[config.mk]
export PLATFORM = sky130hd
export DESIGN_NAME = time_counter
export DESIGN_NICKNAME = d
export VERILOG_FILES = /design/src/rtl/time_counter.sv
export SDC_FILE = /design/constraint.sdc
export NUM_CORES = 1
export LEC_CHECK = 0
export CAP_MARGIN = 5
export CORE_MARGIN = 1.5
export CORE_UTILIZATION = 41
export DETAILED_ROUTE_END_ITERATION = 8
export MAX_ROUTING_LAYER = met4
export PLACE_DENSITY = 0.64
export SLEW_MARGIN = 20
export SYNTH_ARGS = -nofsm -noshare
export SYNTH_HDL_FRONTEND = slang
export SYNTH_SLANG_ARGS = --single-unit
[constraint.sdc]
create_clock -name clk_100MHz_i -period 2.73 [get_ports clk_100MHz_i]
set_input_delay 0.546 -clock clk_100MHz_i [delete_from_list [all_inputs] [get_ports clk_100MHz_i]]
set_output_delay 0.546 -clock clk_100MHz_i [all_outputs]
set_load 0.02 [all_outputs]
[src/rtl/time_counter.sv]
// rtl/time_counter.sv - time-of-day counter (hh:mm:ss) with prescaler, load and tick pulses
//
// Ports:
//   clk_100MHz_i    in   system clock, rising edge
//   reset_n_i       in   synchronous active-low reset
//   count_enable_i  in   time advances while high
//   load_time_i     in   single-cycle request to load load_* into the time
//   load_seconds_i  in   [5:0] seconds to load (>59 loads as 0)
//   load_minutes_i  in   [5:0] minutes to load (>59 loads as 0)
//   load_hours_i    in   [4:0] hours to load (>23 loads as 0)
//   seconds_o       out  [5:0] current seconds 0..59
//   minutes_o       out  [5:0] current minutes 0..59
//   hours_o         out  [4:0] current hours 0..23
//   tick_1hz_o      out  one-cycle pulse in the first cycle a new second is visible
//   day_wrap_o      out  one-cycle pulse alongside the 23:59:59 -> 00:00:00 tick
module time_counter #(
  parameter int CLK_DIV = 100000000
) (
  input  logic       clk_100MHz_i,
  input  logic       reset_n_i,
  input  logic       count_enable_i,
  input  logic       load_time_i,
  input  logic [5:0] load_seconds_i,
  input  logic [5:0] load_minutes_i,
  input  logic [4:0] load_hours_i,
  output logic [5:0] seconds_o,
  output logic [5:0] minutes_o,
  output logic [4:0] hours_o,
  output logic       tick_1hz_o,
  output logic       day_wrap_o
);

  localparam int PW = $clog2(CLK_DIV);
  localparam logic [PW-1:0] PRESC_MAX = PW'(CLK_DIV - 1);

  logic [PW-1:0] presc;
  logic          terminal;
  logic          sec_max;
  logic          min_max;
  logic          hr_max;

  assign terminal = count_enable_i && (presc == PRESC_MAX);
  assign sec_max  = (seconds_o == 6'd59);
  assign min_max  = (minutes_o == 6'd59);
  assign hr_max   = (hours_o == 5'd23);

  // Every field lives in the same always_ff so a carry chain lands on one edge.
  always_ff @(posedge clk_100MHz_i) begin
    if (!reset_n_i) begin
      presc      <= '0;
      seconds_o  <= '0;
      minutes_o  <= '0;
      hours_o    <= '0;
      tick_1hz_o <= 1'b0;
      day_wrap_o <= 1'b0;
    end else begin
      tick_1hz_o <= 1'b0;
      day_wrap_o <= 1'b0;
      if (load_time_i) begin
        // Load beats a coinciding terminal event: no increment, no tick.
        presc     <= '0;
        seconds_o <= (load_seconds_i > 6'd59) ? 6'd0 : load_seconds_i;
        minutes_o <= (load_minutes_i > 6'd59) ? 6'd0 : load_minutes_i;
        hours_o   <= (load_hours_i > 5'd23) ? 5'd0 : load_hours_i;
      end else if (terminal) begin
        presc      <= '0;
        tick_1hz_o <= 1'b1;
        day_wrap_o <= sec_max && min_max && hr_max;
        seconds_o  <= sec_max ? 6'd0 : seconds_o + 6'd1;
        if (sec_max) begin
          minutes_o <= min_max ? 6'd0 : minutes_o + 6'd1;
          if (min_max) begin
            hours_o <= hr_max ? 5'd0 : hours_o + 5'd1;
          end
        end
      end else if (count_enable_i) begin
        presc <= presc + 1'b1;
      end
    end
  end

endmodule

==> metrics.md <==
| Metric | Value |
|---|---|
| Area share of the largest cell type after synthesis | `between 30% and 40%` |
| Proportion of register bits with asynchronous set or reset after synthesis | `0%` |
| Sequential power share | `55.2%` |
| Largest net degree at the start of global routing | `28` |
| Launching element type of the critical path | `primary input` |
| Met1 Usage GRT | `24.69%` |
| Critical path's largest stage delay | `470 ps` |
| Max transition margin | `roughly three fifths` |
| Period utilisation layout | `78.17%` |
| Initial detailed-routing violation count | `approximately 110` |
| # nets final | `~360` |
| Met3 Usage GRT | `approximately 4.2%` |
| Critical Path Sink Type | `flop` |
| Clock transition at the register clock pins on the worst setup and hold paths after CTS | `around 80 ps` |
| Portion of total power attributed to combinational logic | `between 10% and 20%` |
| Synthesized area | `roughly 0.0025 sq mm` |
| Finished Layout Cells | `405` |
| Multiplexer share of the synthesized area | `0.3976%` |
| Critical path type | `primary input to flop` |
| DRC errors left | `0` |
| Critical path data required time | `~2900 ps` |
| Clock period minus final worst setup slack | `between 2000 and 2500 ps` |
| Reported leakage power | `0.001059 uW` |
| TritonCTS clock tree | `done` |
| Hold Crit Class | `flop to flop` |
| Post-synthesis average cell area | `just under 9 sq um` |
| Post-cts hold buffer count | `0` |
| WP data arrival | `2320 ps` |
| Wire length per cell after detailed routing | `about 14 um` |
| Syn Nets | `between 300 and 400` |
| Number of enable flip-flop cells after synthesis | `0` |
| Top cells by count, synth | `sky130_fd_sc_hd__dfxtp_1, sky130_fd_sc_hd__nand2_1, sky130_fd_sc_hd__nor2_1` |
| Global-route wire length before repair | `about 9.5 mm` |
| Maximum clock insertion buffer count | `2` |
| Final Routed Wirelength | `about 5.7 mm` |
| Post-route setup TNS | `0 ps` |
| Fillers | `between 500 and 600` |
| Part of the total power dissipated in the clock network | `31.5%` |
| Gp weighted congestion | `roughly 0.88` |
| Max-slew violation count | `0` |
| Layout cell share with drive strength beyond 1 | `around 10%` |
| Max cap viols | `0` |
| Crit path max-delay family | `buffers and inverters` |
| Switching pwr | `between 300 and 400 uW` |
| Core Region | `a little under 0.006 sq mm` |
| Global-route total usage across every layer | `around a fifth` |
| Area overhead of the layout relative to synthesis | `22.37%` |
| Number of detailed-routing iterations run before antenna repair | `4` |
| Critical Path Fanout Max | `12` |
| Number of nets with antenna violations after routing | `0` |
| Clock skew after layout | `between 7 and 8 ps` |
| Power density over the cells | `about 410 mW/mm^2` |
| Cells after synthesis | `about 290` |
| Internal power | `between 900 and 1000 uW` |
| Detailed-route vias per instance | `between 5 and 6` |
| Switching Fraction | `between 20% and 30%` |
| Most common flop cell mapped by yosys | `sky130_fd_sc_hd__dfxtp_1` |
| Placed cells | `between 300 and 400` |
| Via Count | `about 2300` |
| Count of buffer and inverter cells on the critical path | `2` |
| VDD IR-drop max | `~260 uV` |
| Flip-flop and latch count after synthesis | `46` |
| Total CTS buffers | `5` |
| Met2 usage | `approximately 30%` |
| Count of distinct cell types in the synthesized netlist | `between 50 and 60` |
| Buffer cell driving the clock tree root | `sky130_fd_sc_hd__clkbuf_8` |
| Compound-cell area share of the yosys netlist | `between 10% and 20%` |
| Initial core utilization | `between 40% and 50%` |
| Global routing's busiest layer | `met2` |
| Setup repair after global routing missed its margin | `false` |
| Count of pins on the block boundary | `40` |
| Adder-cell area share of the yosys netlist | `under 10%` |
| DIE AREA | `roughly 0.0066 sq mm` |
| Top post-synthesis cells by area | `sky130_fd_sc_hd__dfxtp_1, sky130_fd_sc_hd__xnor2_1, sky130_fd_sc_hd__nand2_1, sky130_fd_sc_hd__nor2_1, sky130_fd_sc_hd__nand3_1` |
| Gates resized, CTS repair | `0` |
| Total number of yosys warnings | `0` |
| Number of clock sinks seen by CTS | `46` |
| Buffers on Ports | `39` |
| XOR/XNOR Fraction of Synth Area | `9.742%` |
| Largest family of logic cells by synthesized area | `simple AND/OR/NAND/NOR gates` |
| Total half-perimeter wirelength after legalization and detailed placement | `approximately 4.2 mm` |
| Synthesized-area fraction occupied by and/or/nand/nor cells | `a little under a third` |
| Number of levels in the clock H-tree | `2` |
| Run status | `completed` |
| Global route total overflow | `0` |
| Slew @ Worst Pin | `598.9 ps` |
| Timing-limited maximum frequency | `roughly 470 MHz` |
| Most instantiated library cell after synthesis | `sky130_fd_sc_hd__dfxtp_1` |
| Slowest library cell on the worst path | `sky130_fd_sc_hd__clkdlybuf4s50_1` |
| Skew-Pair Late Insertion Delay | `about 300 ps` |
| Total inserted antenna cells | `0` |
| Register area share after synthesis | `between 30% and 40%` |
| Top cell type by total area after synthesis | `sky130_fd_sc_hd__dfxtp_1` |
| Critical path, cell by cell | `clkdlybuf4s50_1 > and3_4 > nand3_4 > o31ai_4 > buf_4 > a21boi_0 > o21ai_0` |
| Number of rows in the core area | `28` |
| Vertical die dimension | `81.36 um` |
| Die span in x | `approximately 81 um` |
| Number of endpoints failing setup at the final stage | `0` |
| Number of global-route vias before repair | `~2100` |
| Number of hold-slack violations in the final timing report | `0` |
| Post-CTS Setup Inserts | `0` |
| Initial antenna violation count | `0` |
## placed cells by master (no fill, tap or decap), drive strengths merged, types with 4 or more instances in the layout
cell	Yosys	layout
a21oi	6	6
a22oi	5	5
and3	5	5
and4	4	4
buf	6	8
clkbuf	3	6
clkdlybuf4s50	0	39
dfxtp	46	46
ha	4	4
inv	6	6
nand2	32	32
nand3	21	21
nand4	11	11
nor2	31	31
nor3	10	10
nor4	9	9
o211a	5	5
o21ai	6	6
o311a	4	4
xnor2	18	18
xor2	10	10
## state kept, by name, summed over array words and instances (netlist names)
| register | flops |
|---|---|
| hours_o | 5 |
| presc | 27 |
| seconds_o | 6 |
| minutes_o | 6 |
| tick_1hz_o | 1 |
| day_wrap_o | 1 |
## power by group through the flow
stage | clock [uW] | sequential, uW | combinational, uW
after global routing | 443 | 707 | 184
final | 401 | 704 | 169
after CTS | 419 | 703 | 170
after floorplan | 0 | 730 | 76.1
after detailed placement | 0 | 719 | 170
after global placement | 0 | 719 | 168
## tightest hold or removal path, stage by stage (launching register included)
cell and delay [ps]:
sky130_fd_sc_hd__dfxtp_1 350, sky130_fd_sc_hd__xnor2_1 70, sky130_fd_sc_hd__nor2_1 70
## per-layer routing
layer  wire (um)  share of wire (%)
met3         275                4.9
met2        2544                 45
met5           0                  0
met4          68                1.2
met1        2771                 49
## final cells by class
cell class	instances	area, sq um	area share [%]
inverter	6	22.52	0.7311
timing repair buffer	47	450.4	14.62
tap	75	93.84	3.046
clock buffer	6	72.57	2.356
clock inverter	1	7.507	0.2437
multi-input combinational	224	1513	49.11
sequential	46	920.9	29.89
## kinds of logic after synthesis
kind of cell    Yosys count
mux                       1
fa+ha+maj                 4
buf+inv                  15
compound gates           53
flops                    46
simple gates            138
xor+xnor                 28
## per-stage QoR
stage / util [%] / total power (uW) / worst slack [ps] / instance area [sq um] / hold slack, ps
floorplan: - / 806.5 / 910.0 / 2517 / 476.9
global placement: 50.68 / 887.2 / 340.0 / 3000 / 490.4
detailed placement: 50.68 / 888.7 / 297.5 / 3000 / 513.2
CTS: 52.03 / 1292 / 612.7 / 3080 / 530.7
global route: 52.03 / 1333 / 451.4 / 3080 / 579.4
finish: 52.03 / 1273 / 595.9 / 3080 / 525.8
## path summary, 6_finish.rpt
| check | start | to | slack (ps) | cells past startpoint |
|---|---|---|---|---|
| worst min register to register | presc[26] | presc[26] | 530 | 2 |
| worst min-delay path | presc[26] | presc[26] | 530 | 2 |
| worst max-delay path | count_enable_i | seconds_o[3] | 600 | 7 |
| worst max register to register | minutes_o[0] | hours_o[3] | 700 | 6 |
Note: power is estimated with default switching activity, not from simulation.
